File: config.mk
export PLATFORM = sky130hd
export DESIGN_NAME = muldiv_sequencer
export DESIGN_NICKNAME = d
export VERILOG_FILES = /design/src/rtl/riscv_pkg.sv /design/src/rtl/muldiv_step.sv /design/src/rtl/muldiv_sequencer.sv
export SDC_FILE = /design/constraint.sdc
export NUM_CORES = 1
export LEC_CHECK = 0
export ABC_AREA = 1
export CAP_MARGIN = 20
export CELL_PAD_IN_SITES_DETAIL_PLACEMENT = 1
export CELL_PAD_IN_SITES_GLOBAL_PLACEMENT = 1
export CORE_ASPECT_RATIO = 1.5
export CORE_UTILIZATION = 38
export DETAILED_ROUTE_END_ITERATION = 12
export PLACE_DENSITY_LB_ADDON = 0.15
export SETUP_SLACK_MARGIN = 0.3
export SKIP_CTS_REPAIR_TIMING = 1
export SYNTH_ARGS = -nofsm -noshare
export SYNTH_HDL_FRONTEND = slang
export SYNTH_SLANG_ARGS = --single-unit
File: constraint.sdc
create_clock -name clk -period 5.3 [get_ports clk]
set_clock_uncertainty 0.05 [all_clocks]
set_input_delay 0.53 -clock clk [delete_from_list [all_inputs] [get_ports clk]]
set_output_delay 0.53 -clock clk [all_outputs]
set_load 0.03 [all_outputs]
File: src/rtl/riscv_pkg.sv
// Shared RV32 decode constants and the M-extension sequencer state type.
package riscv_pkg;

    localparam logic [6:0] OPCODE_RTYPE = 7'b0110011;

    localparam logic [2:0] F3_MUL    = 3'b000;
    localparam logic [2:0] F3_MULH   = 3'b001;
    localparam logic [2:0] F3_MULHSU = 3'b010;
    localparam logic [2:0] F3_MULHU  = 3'b011;
    localparam logic [2:0] F3_DIV    = 3'b100;
    localparam logic [2:0] F3_DIVU   = 3'b101;
    localparam logic [2:0] F3_REM    = 3'b110;
    localparam logic [2:0] F3_REMU   = 3'b111;

    localparam logic [1:0] ALUSEL_MEXT = 2'b01;

    localparam logic [4:0] ALUSEL_MUL    = {F3_MUL,    ALUSEL_MEXT};
    localparam logic [4:0] ALUSEL_MULH   = {F3_MULH,   ALUSEL_MEXT};
    localparam logic [4:0] ALUSEL_MULHSU = {F3_MULHSU, ALUSEL_MEXT};
    localparam logic [4:0] ALUSEL_MULHU  = {F3_MULHU,  ALUSEL_MEXT};
    localparam logic [4:0] ALUSEL_DIV    = {F3_DIV,    ALUSEL_MEXT};
    localparam logic [4:0] ALUSEL_DIVU   = {F3_DIVU,   ALUSEL_MEXT};
    localparam logic [4:0] ALUSEL_REM    = {F3_REM,    ALUSEL_MEXT};
    localparam logic [4:0] ALUSEL_REMU   = {F3_REMU,   ALUSEL_MEXT};

    typedef enum logic [2:0] {
        IDLE,
        PREP,
        CALC,
        FIX,
        DONE
    } mds_state_t;

endpackage

File: src/rtl/muldiv_step.sv
// One iteration of the shift-add multiplier or the restoring divider.
module muldiv_step #(
    parameter int unsigned XLEN = 32
) (
    input  logic            is_div,
    input  logic [XLEN-1:0] acc,
    input  logic [XLEN-1:0] lo,
    input  logic [XLEN-1:0] opb,
    output logic [XLEN-1:0] acc_nxt_c,
    output logic [XLEN-1:0] lo_nxt_c
);

    logic [XLEN:0] sum;
    logic [XLEN:0] part_rem;
    logic [XLEN:0] divisor;

    // The partial remainder never exceeds twice the divisor, so it fits in XLEN+1 bits.
    always_comb begin
        sum       = {1'b0, acc};
        part_rem  = {acc, lo[XLEN-1]};
        divisor   = {1'b0, opb};
        acc_nxt_c = acc;
        lo_nxt_c  = lo;
        if (is_div) begin
            if (part_rem >= divisor) begin
                acc_nxt_c = XLEN'(part_rem - divisor);
                lo_nxt_c  = {lo[XLEN-2:0], 1'b1};
            end else begin
                acc_nxt_c = part_rem[XLEN-1:0];
                lo_nxt_c  = {lo[XLEN-2:0], 1'b0};
            end
        end else begin
            if (lo[0]) begin
                sum = {1'b0, acc} + divisor;
            end
            acc_nxt_c = sum[XLEN:1];
            lo_nxt_c  = {sum[0], lo[XLEN-1:1]};
        end
    end

endmodule

File: src/rtl/muldiv_sequencer.sv
// Multi-cycle RV32M controller: sign prep, XLEN bit-serial iterations,
// sign fix-up and a single-cycle result strobe.
module muldiv_sequencer
    import riscv_pkg::*;
#(
    parameter int unsigned XLEN  = 32,
    parameter int unsigned CNT_W = 6
) (
    input  logic            clk,
    input  logic            rst_n,
    input  logic            start,
    input  logic [4:0]      alu_sel,
    input  logic [XLEN-1:0] rs1_data,
    input  logic [XLEN-1:0] rs2_data,
    input  logic            flush,
    output logic            stall,
    output logic            busy,
    output logic            done,
    output logic [XLEN-1:0] result,
    output logic            reg_wen
);

    mds_state_t state, state_nxt;

    logic [2:0]        funct3_q;
    logic [XLEN-1:0]   op_a, op_b;
    logic [XLEN-1:0]   opb_abs;
    logic [XLEN-1:0]   acc, lo;
    logic [XLEN-1:0]   acc_nxt_c, lo_nxt_c;
    logic              sign_a, sign_b;
    logic [CNT_W-1:0]  cnt;

    logic              accept_c;
    logic              is_div;
    logic              signed_a, signed_b;
    logic              neg_a, neg_b;
    logic [XLEN-1:0]   abs_a, abs_b;
    logic              div_zero, div_ovf, fast_c;
    logic [XLEN-1:0]   fast_result;
    logic [2*XLEN-1:0] prod, prod_fix;
    logic [XLEN-1:0]   quo_fix, rem_fix, fix_result;

    assign accept_c = (state == IDLE) && start && (alu_sel[1:0] == ALUSEL_MEXT) && !flush;
    assign stall    = accept_c || (state == PREP) || (state == CALC) || (state == FIX);
    assign is_div   = funct3_q[2];

    // Operand signedness, absolute values and the divide fast paths.
    always_comb begin
        signed_a    = (funct3_q == F3_MULH) || (funct3_q == F3_MULHSU) ||
                      (funct3_q == F3_DIV)  || (funct3_q == F3_REM);
        signed_b    = (funct3_q == F3_MULH) || (funct3_q == F3_DIV) || (funct3_q == F3_REM);
        neg_a       = signed_a && op_a[XLEN-1];
        neg_b       = signed_b && op_b[XLEN-1];
        abs_a       = neg_a ? -op_a : op_a;
        abs_b       = neg_b ? -op_b : op_b;
        div_zero    = is_div && (op_b == '0);
        div_ovf     = ((funct3_q == F3_DIV) || (funct3_q == F3_REM)) &&
                      (op_a == {1'b1, {(XLEN-1){1'b0}}}) && (op_b == '1);
        fast_c      = div_zero || div_ovf;
        fast_result = op_a;
        if (div_zero) begin
            fast_result = funct3_q[1] ? op_a : '1;
        end else if (funct3_q[1]) begin
            fast_result = '0;
        end
    end

    muldiv_step #(.XLEN(XLEN)) u_step (
        .is_div    (is_div),
        .acc       (acc),
        .lo        (lo),
        .opb       (opb_abs),
        .acc_nxt_c (acc_nxt_c),
        .lo_nxt_c  (lo_nxt_c)
    );

    // Sign correction and word selection applied in FIX.
    always_comb begin
        prod       = {acc, lo};
        prod_fix   = (sign_a ^ sign_b) ? -prod : prod;
        quo_fix    = (sign_a ^ sign_b) ? -lo : lo;
        rem_fix    = sign_a ? -acc : acc;
        fix_result = rem_fix;
        case (funct3_q)
            F3_MUL:                       fix_result = prod_fix[XLEN-1:0];
            F3_MULH, F3_MULHSU, F3_MULHU: fix_result = prod_fix[2*XLEN-1:XLEN];
            F3_DIV, F3_DIVU:              fix_result = quo_fix;
            default:                      fix_result = rem_fix;
        endcase
    end

    always_comb begin
        state_nxt = state;
        case (state)
            IDLE: if (accept_c) state_nxt = PREP;
            PREP: begin
                if (flush)       state_nxt = IDLE;
                else if (fast_c) state_nxt = DONE;
                else             state_nxt = CALC;
            end
            CALC: begin
                if (flush)                              state_nxt = IDLE;
                else if (cnt == CNT_W'(XLEN - 1))       state_nxt = FIX;
            end
            FIX:  state_nxt = flush ? IDLE : DONE;
            DONE: state_nxt = IDLE;
            default: state_nxt = IDLE;
        endcase
    end

    // State register and registered status strobes.
    always_ff @(posedge clk or negedge rst_n) begin
        if (!rst_n) begin
            state   <= IDLE;
            done    <= 1'b0;
            reg_wen <= 1'b0;
            busy    <= 1'b0;
        end else begin
            state   <= state_nxt;
            done    <= (state_nxt == DONE);
            reg_wen <= (state_nxt == DONE);
            busy    <= (state_nxt != IDLE);
        end
    end

    always_ff @(posedge clk or negedge rst_n) begin
        if (!rst_n) begin
            funct3_q <= '0;
            op_a     <= '0;
            op_b     <= '0;
            opb_abs  <= '0;
            acc      <= '0;
            lo       <= '0;
            sign_a   <= 1'b0;
            sign_b   <= 1'b0;
            cnt      <= '0;
            result   <= '0;
        end else begin
            if (accept_c) begin
                funct3_q <= alu_sel[4:2];
                op_a     <= rs1_data;
                op_b     <= rs2_data;
            end
            case (state)
                PREP: begin
                    sign_a  <= neg_a;
                    sign_b  <= neg_b;
                    lo      <= abs_a;
                    opb_abs <= abs_b;
                    acc     <= '0;
                    cnt     <= '0;
                    if (!flush && fast_c) result <= fast_result;
                end
                CALC: begin
                    acc <= acc_nxt_c;
                    lo  <= lo_nxt_c;
                    cnt <= cnt + 1'b1;
                end
                FIX: if (!flush) result <= fix_result;
                default: ;
            endcase
        end
    end

endmodule

==> results.py, run 1 <==
metrics = {
    "run_status": {
        "status": "finished clean",
    },
    "logic_synthesis": {
        "yosysWarnings": 0,
        "synthFlopType": "dfrtp_1",
        "syn_nets": 3467,
        "synthDistinctLibCells": 54,
        "synth-seq-cells": 208,
        "synth-async-reset-ratio_pct": 100,
        "yosysTopAreaCellShare_pct": 26.2,
        "synth_area_leaders": "dfrtp_1, nand2_1, nor2_1, nand3_1, a21oi_1",
        "syn_area_um2": 19800,
        "synth_top_cell_by_area": "dfrtp_1",
        "synth_cells": 3322,
        "synth-edff-count": 0,
        "syn_avg_cell_area_um2": 5.97,
        "seq_area_frac_synth_pct": 26.2,
    },
    "global_routing": {
        "grt_max_degree": 108,
        "grt-ovfl-total": 0,
        "groute.usage.overall_pct": 39.8,
        "grt_pass1_vias": 24911,
        "grt_pass1_wl_um": 157000,
        "grt_antenna_before_repair": 1,
    },
    "routing": {
        "ant_nets": 0,
        "via_count": 23656,
        "dr.max_layer_used": "met5",
        "wl_met1_um": 36600,
        "wirelength_um": 106000,
        "post-route-drc-count": 0,
        "drt_pass1_iterations": 5,
        "vias_per_cell": 5.82,
        "wl_per_cell_um": 26.2,
        "drtIter0Drc": 1620,
        "dr_wl_met2_um": 52300,
        "wl_met3_um": 4350,
    },
    "floorplanning": {
        "dieArea_um2": 53100,
        "die_width_um": 189,
        "core-area_um2": 51600,
        "num_io_pins": 109,
        "rows": 102,
        "die_h_um": 282,
        "floorplan.initialDensity_pct": 38.5,
    },
    "sta": {
        "whs_ps": 435,
        "max_slew_margin_pct": 34.9,
        "worst_pin_slew_ps": 977,
        "fin_crit_sh_pct": 68.5,
        "setup_violations": 0,
        "slew_violations": 0,
        "period_needed_ps": 3630,
        "final_hold_viol_count": 0,
        "tns_ps": 0,
        "rsz0062_at_grt": "false",
        "fmax_mhz": 276,
    },
    "pwr": {
        "pwr-share-comb_pct": 66.7,
        "finalPower_w": 0.0145,
        "p_sw_share_pct": 60.9,
        "clkPwrFrac_pct": 12.8,
        "p_per_area_nw_per_um2": 650,
        "p_int_w": 0.00569,
        "netSwitchingPower_w": 0.00886,
        "p_leak_nw": 10.8,
        "seq_power_share_pct": 20.5,
        "irDropWorstVdd_mv": 0.297,
    },
    "clock_network": {
        "cts_buffers": 26,
        "h-tree-depth": 1,
        "root_buffer": "clkbuf_16",
        "cts.reportedPaths.clkPinSlew_ps": 70,
        "cts_tree": "built",
        "numClockSinks": 208,
        "cts_buffer_depth": 3,
        "clock_latency_ps": 600,
    },
    "critical_path": {
        "cp.required_ps": 5770,
        "cp.arrival_ps": 4100,
        "crit_family": "simple AND/OR/NAND/NOR gates",
        "cp-end-kind": "flop",
        "crit_buf_inv": 2,
        "critical_path_class": "flop to flop",
        "critPathMaxStageDelay_ps": 660,
        "crit_chain": "buf_4 > inv_2 > ha_1 > nand2_1 > nor2_4 > nand3_1 > nor2_1 > nand2_1 > nand2_1 > a21oi_1 > o21ai_0 > nand2_1 > a21oi_1",
        "path_max_fanout": 28,
        "crit_slowest_cell": "o21ai_0",
        "cpMostUsedCell": "nand2_1",
        "startpoint_type": "flop",
    },
    "cells_and_area": {
        "n_antenna_cell": 0,
        "final_common_cell": "nand2_1",
        "nFillCells": 7084,
        "syn2layout_area_growth_pct": 12.8,
        "drive_gt1_share_pct": 4.11,
        "most-common-layout-cells": "nand2_1, nor2_1, inv_1",
        "stdcell_area_um2": 22400,
        "fin_cells": 4062,
        "nNetsFinal": 3511,
    },
    "hold_path": {
        "hold_path.class": "flop to flop",
    },
    "placed_design": {
        "gp_congestion": 1.06,
        "postPlaceCellArea_um2": 21500,
        "dp_hpwl_um": 85400,
        "dp.cells": 4013,
        "io_buffers": 108,
    },
    "run": {
        "drv_cap": 0,
    },
}
Yosys cell counts (all sizes together) (6+ instances only):
| cell type | instances |
|---|---|
| nand2 | 961 |
| and2 | 6 |
| or2 | 7 |
| o211ai | 24 |
| buf | 48 |
| a31oi | 40 |
| nor3 | 31 |
| nor2 | 485 |
| mux2 | 6 |
| nand3b | 11 |
| inv | 346 |
| o21ai | 236 |
| nand4 | 73 |
| a21oi | 265 |
| dfrtp | 208 |
| xnor2 | 6 |
| a21o | 6 |
| a22oi | 11 |
| xor2 | 61 |
| nand3 | 317 |
| ha | 70 |
| clkbuf | 79 |
worst min-delay path, stage by stage, from the launching register on:
cell and delay (ps):
dfrtp_1 340, nand2_1 50, nand2_1 60
layout make-up:
class,instances,area [um2],share of cell area (%)
clock buffers,36,728,3.26
well taps,676,846,3.78
inverters,346,1300,5.81
flip-flops and latches,208,5210,23.3
multi-input cells,2641,12800,57.2
clock inverters,12,124,0.554
repair buffers,143,1360,6.10
path summary, 6_finish.rpt:
path	start	endpoint	slack (ps)	cells past startpoint
max in group asynchronous	rst_n	op_b[5]$_DFFE_PN0P_	3450	3
hold / removal	result[25]$_DFFE_PN0P_	result[25]$_DFFE_PN0P_	430	2
min in group asynchronous	rst_n	lo[20]$_DFFE_PN0P_	490	2
setup / recovery	lo[0]$_DFFE_PN0P_	result[6]$_DFFE_PN0P_	1670	13
hold reg to reg	result[25]$_DFFE_PN0P_	result[25]$_DFFE_PN0P_	430	2
setup reg to reg	lo[0]$_DFFE_PN0P_	result[6]$_DFFE_PN0P_	1670	13
power groups by stage:
stage          Combinational, W  Sequential [W]  Clock, W
2_1_floorplan           0.00597         0.00253         0
4_1_cts                 0.00948         0.00294   0.00189
3_5_place_dp            0.00941         0.00297         0
5_1_grt                  0.0104         0.00301   0.00194
6_report                0.00970         0.00298   0.00187
3_3_place_gp            0.00934         0.00293         0
cell families (layout without fill, tap and decap cells):
| family | Yosys count | after routing | synth area share (%) |
|---|---|---|---|
| DFF | 208 | 208 | 26.2 |
| AOI/OAI and AO/OA | 598 | 598 | 16.2 |
| adders and majority gates | 72 | 72 | 4.62 |
| xor gates and xnor gates | 67 | 67 | 2.96 |
| muxes | 6 | 6 | 0.341 |
| and+or+nand+nor | 1898 | 1898 | 40.3 |
| buffers and inverters | 473 | 537 | 9.33 |
per-layer routing:
metal | global-route usage (%) | up-vias
met4 | 41.5 | 2
met2 | 71.0 | 762
met5 | 0 | -
li1 | - | 10970
met3 | 4.37 | 377
met1 | 39.0 | 11545
sequential cells by signal, indices dropped and copies added, names as in the netlist, 3 cells and up:
signal and cells:
acc 32, cnt 6, funct3_q 3, lo 32
op_a 32, op_b 32, opb_abs 32, result 32
state 3
per-stage QoR:
stage	worst slack, ps	utilization [%]
after global placement	1830	41.7
after CTS	1730	43.4
after detailed placement	1780	41.7
after floorplan	2860	-
after global routing	1630	43.4
final	1670	43.4
(Power assumes the default switching activity.)
==> run 2: changes to the inputs <==
==> constraint.sdc (replaced) <==
create_clock -name clk -period 3.5 [get_ports clk]
set_clock_uncertainty 0.05 [all_clocks]
set_input_delay 0.35 -clock clk [delete_from_list [all_inputs] [get_ports clk]]
set_output_delay 0.35 -clock clk [all_outputs]
set_load 0.03 [all_outputs]
==> results.py, run 2 (same netlist as run 1, synthesis figures left out) <==
metrics = {
    "run_status": {
        "status": "finished clean",
    },
    "routing": {
        "drt_pass1_iterations": 5,
        "drtIter0Drc": 1470,
        "wl_per_cell_um": 25.1,
        "ant_nets": 0,
        "vias_per_cell": 5.74,
        "wirelength_um": 103000,
        "post-route-drc-count": 0,
        "via_count": 23589,
    },
    "pwr": {
        "finalPower_w": 0.0221,
        "p_per_area_nw_per_um2": 967,
        "p_leak_nw": 11.1,
        "irDropWorstVdd_mv": 0.487,
    },
    "floorplanning": {
        "core-area_um2": 51600,
        "num_io_pins": 109,
        "die_h_um": 282,
        "die_width_um": 189,
        "floorplan.initialDensity_pct": 38.5,
        "dieArea_um2": 53100,
        "rows": 102,
    },
    "sta": {
        "fin_crit_sh_pct": 88.9,
        "fmax_mhz": 321,
        "worst_pin_slew_ps": 989,
        "max_slew_margin_pct": 34.0,
        "tns_ps": 0,
        "fin_ws_ps": 387,
        "setup_violations": 0,
        "period_needed_ps": 3110,
        "rsz0062_at_grt": "false",
        "final_hold_viol_count": 0,
        "slew_violations": 0,
    },
    "critical_path": {
        "rr_startpoint": "acc[13]$_DFFE_PN0P_",
        "cp.arrival_ps": 3540,
        "critical_path_class": "flop to flop",
        "r2r_slack_ps": 390,
        "reg2reg_to": "acc[17]$_DFFE_PN0P_",
        "r2r.worst_path.cells": 12,
        "endpoint": "acc[17]$_DFFE_PN0P_",
        "startpoint_type": "flop",
        "cp.required_ps": 3930,
        "cp-end-kind": "flop",
        "path_max_fanout": 6,
        "startpoint": "acc[13]$_DFFE_PN0P_",
    },
    "clock_network": {
        "h-tree-depth": 1,
        "cts.reportedPaths.clkPinSlew_ps": 70,
        "cts_tree": "built",
        "clock_latency_ps": 600,
        "cts_buffers": 25,
        "cts_buffer_depth": 3,
        "numClockSinks": 208,
        "root_buffer": "clkbuf_16",
    },
    "cells_and_area": {
        "most-common-layout-cells": "nand2_1, nor2_1, inv_1",
        "nNetsFinal": 3562,
        "final_common_cell": "nand2_1",
        "fin_cells": 4111,
        "syn2layout_area_growth_pct": 15.0,
        "n_antenna_cell": 0,
        "nFillCells": 7047,
        "seqCellArea_um2": 5210,
        "drive_gt1_share_pct": 5.62,
        "fin_util_pct": 44.2,
        "multiInputGateArea_um2": 12800,
    },
    "global_routing": {
        "grt_antenna_before_repair": 1,
        "grt_max_degree": 130,
        "grt_pass1_vias": 24715,
        "grt_pass1_wl_um": 153000,
        "groute.usage.overall_pct": 38.7,
        "grt-ovfl-total": 0,
    },
    "placed_design": {
        "gp_congestion": 1.06,
        "dp.cells": 4065,
        "io_buffers": 108,
        "dp_slack_ps": 265,
        "dp_hpwl_um": 83500,
    },
    "hold_path": {
        "hold_path.class": "primary input to async pin",
    },
    "run": {
        "drv_cap": 0,
    },
}
==> run 2: changes by cell type in the layout (fill, tap and decap cells not counted), moves of 2 or more <==
cell,change
buf_4,+48
buf_12,+4
clkinvlp_4,-3
clkinv_2,+2
dfrtp_1,-2
dfrtp_2,+2
==> run 2: per-stage QoR <==
stage / hold WS, ps / instance area, um2
final: 288 / 22800
after CTS: -242 / 22800
after global placement: 372 / 21900
after global routing: 311 / 22800
after detailed placement: 378 / 21900
after floorplan: 4.41 / 19800
==> run 2: area by class of cell <==
cell class / instances / share of cell area, %
clock inverters: 11 / 0.537
multi-input cells: 2641 / 56.2
well taps: 676 / 3.71
clock buffers: 34 / 3.07
repair buffers: 195 / 7.91
inverters: 346 / 5.70
flip-flops and latches: 208 / 22.8
==> run 2: worst min-delay path by stage <==
stage | endpoint | slack, ps | cells after the start
floorplan | acc[0]$_DFFE_PN0P_ | 4 | 0
CTS | lo[23]$_DFFE_PN0P_ | -240 | 1
detailed placement | lo[23]$_DFFE_PN0P_ | 380 | 1
global placement | lo[23]$_DFFE_PN0P_ | 370 | 1
global route | op_a[11]$_DFFE_PN0P_ | 310 | 3
finish | lo[23]$_DFFE_PN0P_ | 290 | 2
==> run 2: power breakdown <==
group / internal [W] / leakage (nW) / switching [W] / total (W)
combinational: 0.00437 / 8.20 / 0.0107 / 0.0151
clock: 0.00155 / 0.408 / 0.00121 / 0.00276
sequential: 0.00311 / 2.51 / 0.00110 / 0.00420
==> run 2: metal layers <==
metal	track usage [%]	vias up	share of wire [%]
met4	37.5	0	11
met5	0	-	0
met2	69.8	695	50
met1	38.6	11509	35
met3	3.90	301	3.9
li1	-	11084	-
==> run 2: worst max-delay path, cell delays in order (launching register included) <==
cell	delay (ps)
dfrtp_1	410
buf_4	190
ha_1	390
nand2_1	200
nor2_1	410
and2_1	420
nand4_1	230
nand3_1	190
a21oi_1	80
o21ai_0	110
a21oi_1	150
nand2_1	110
nand2_1	50
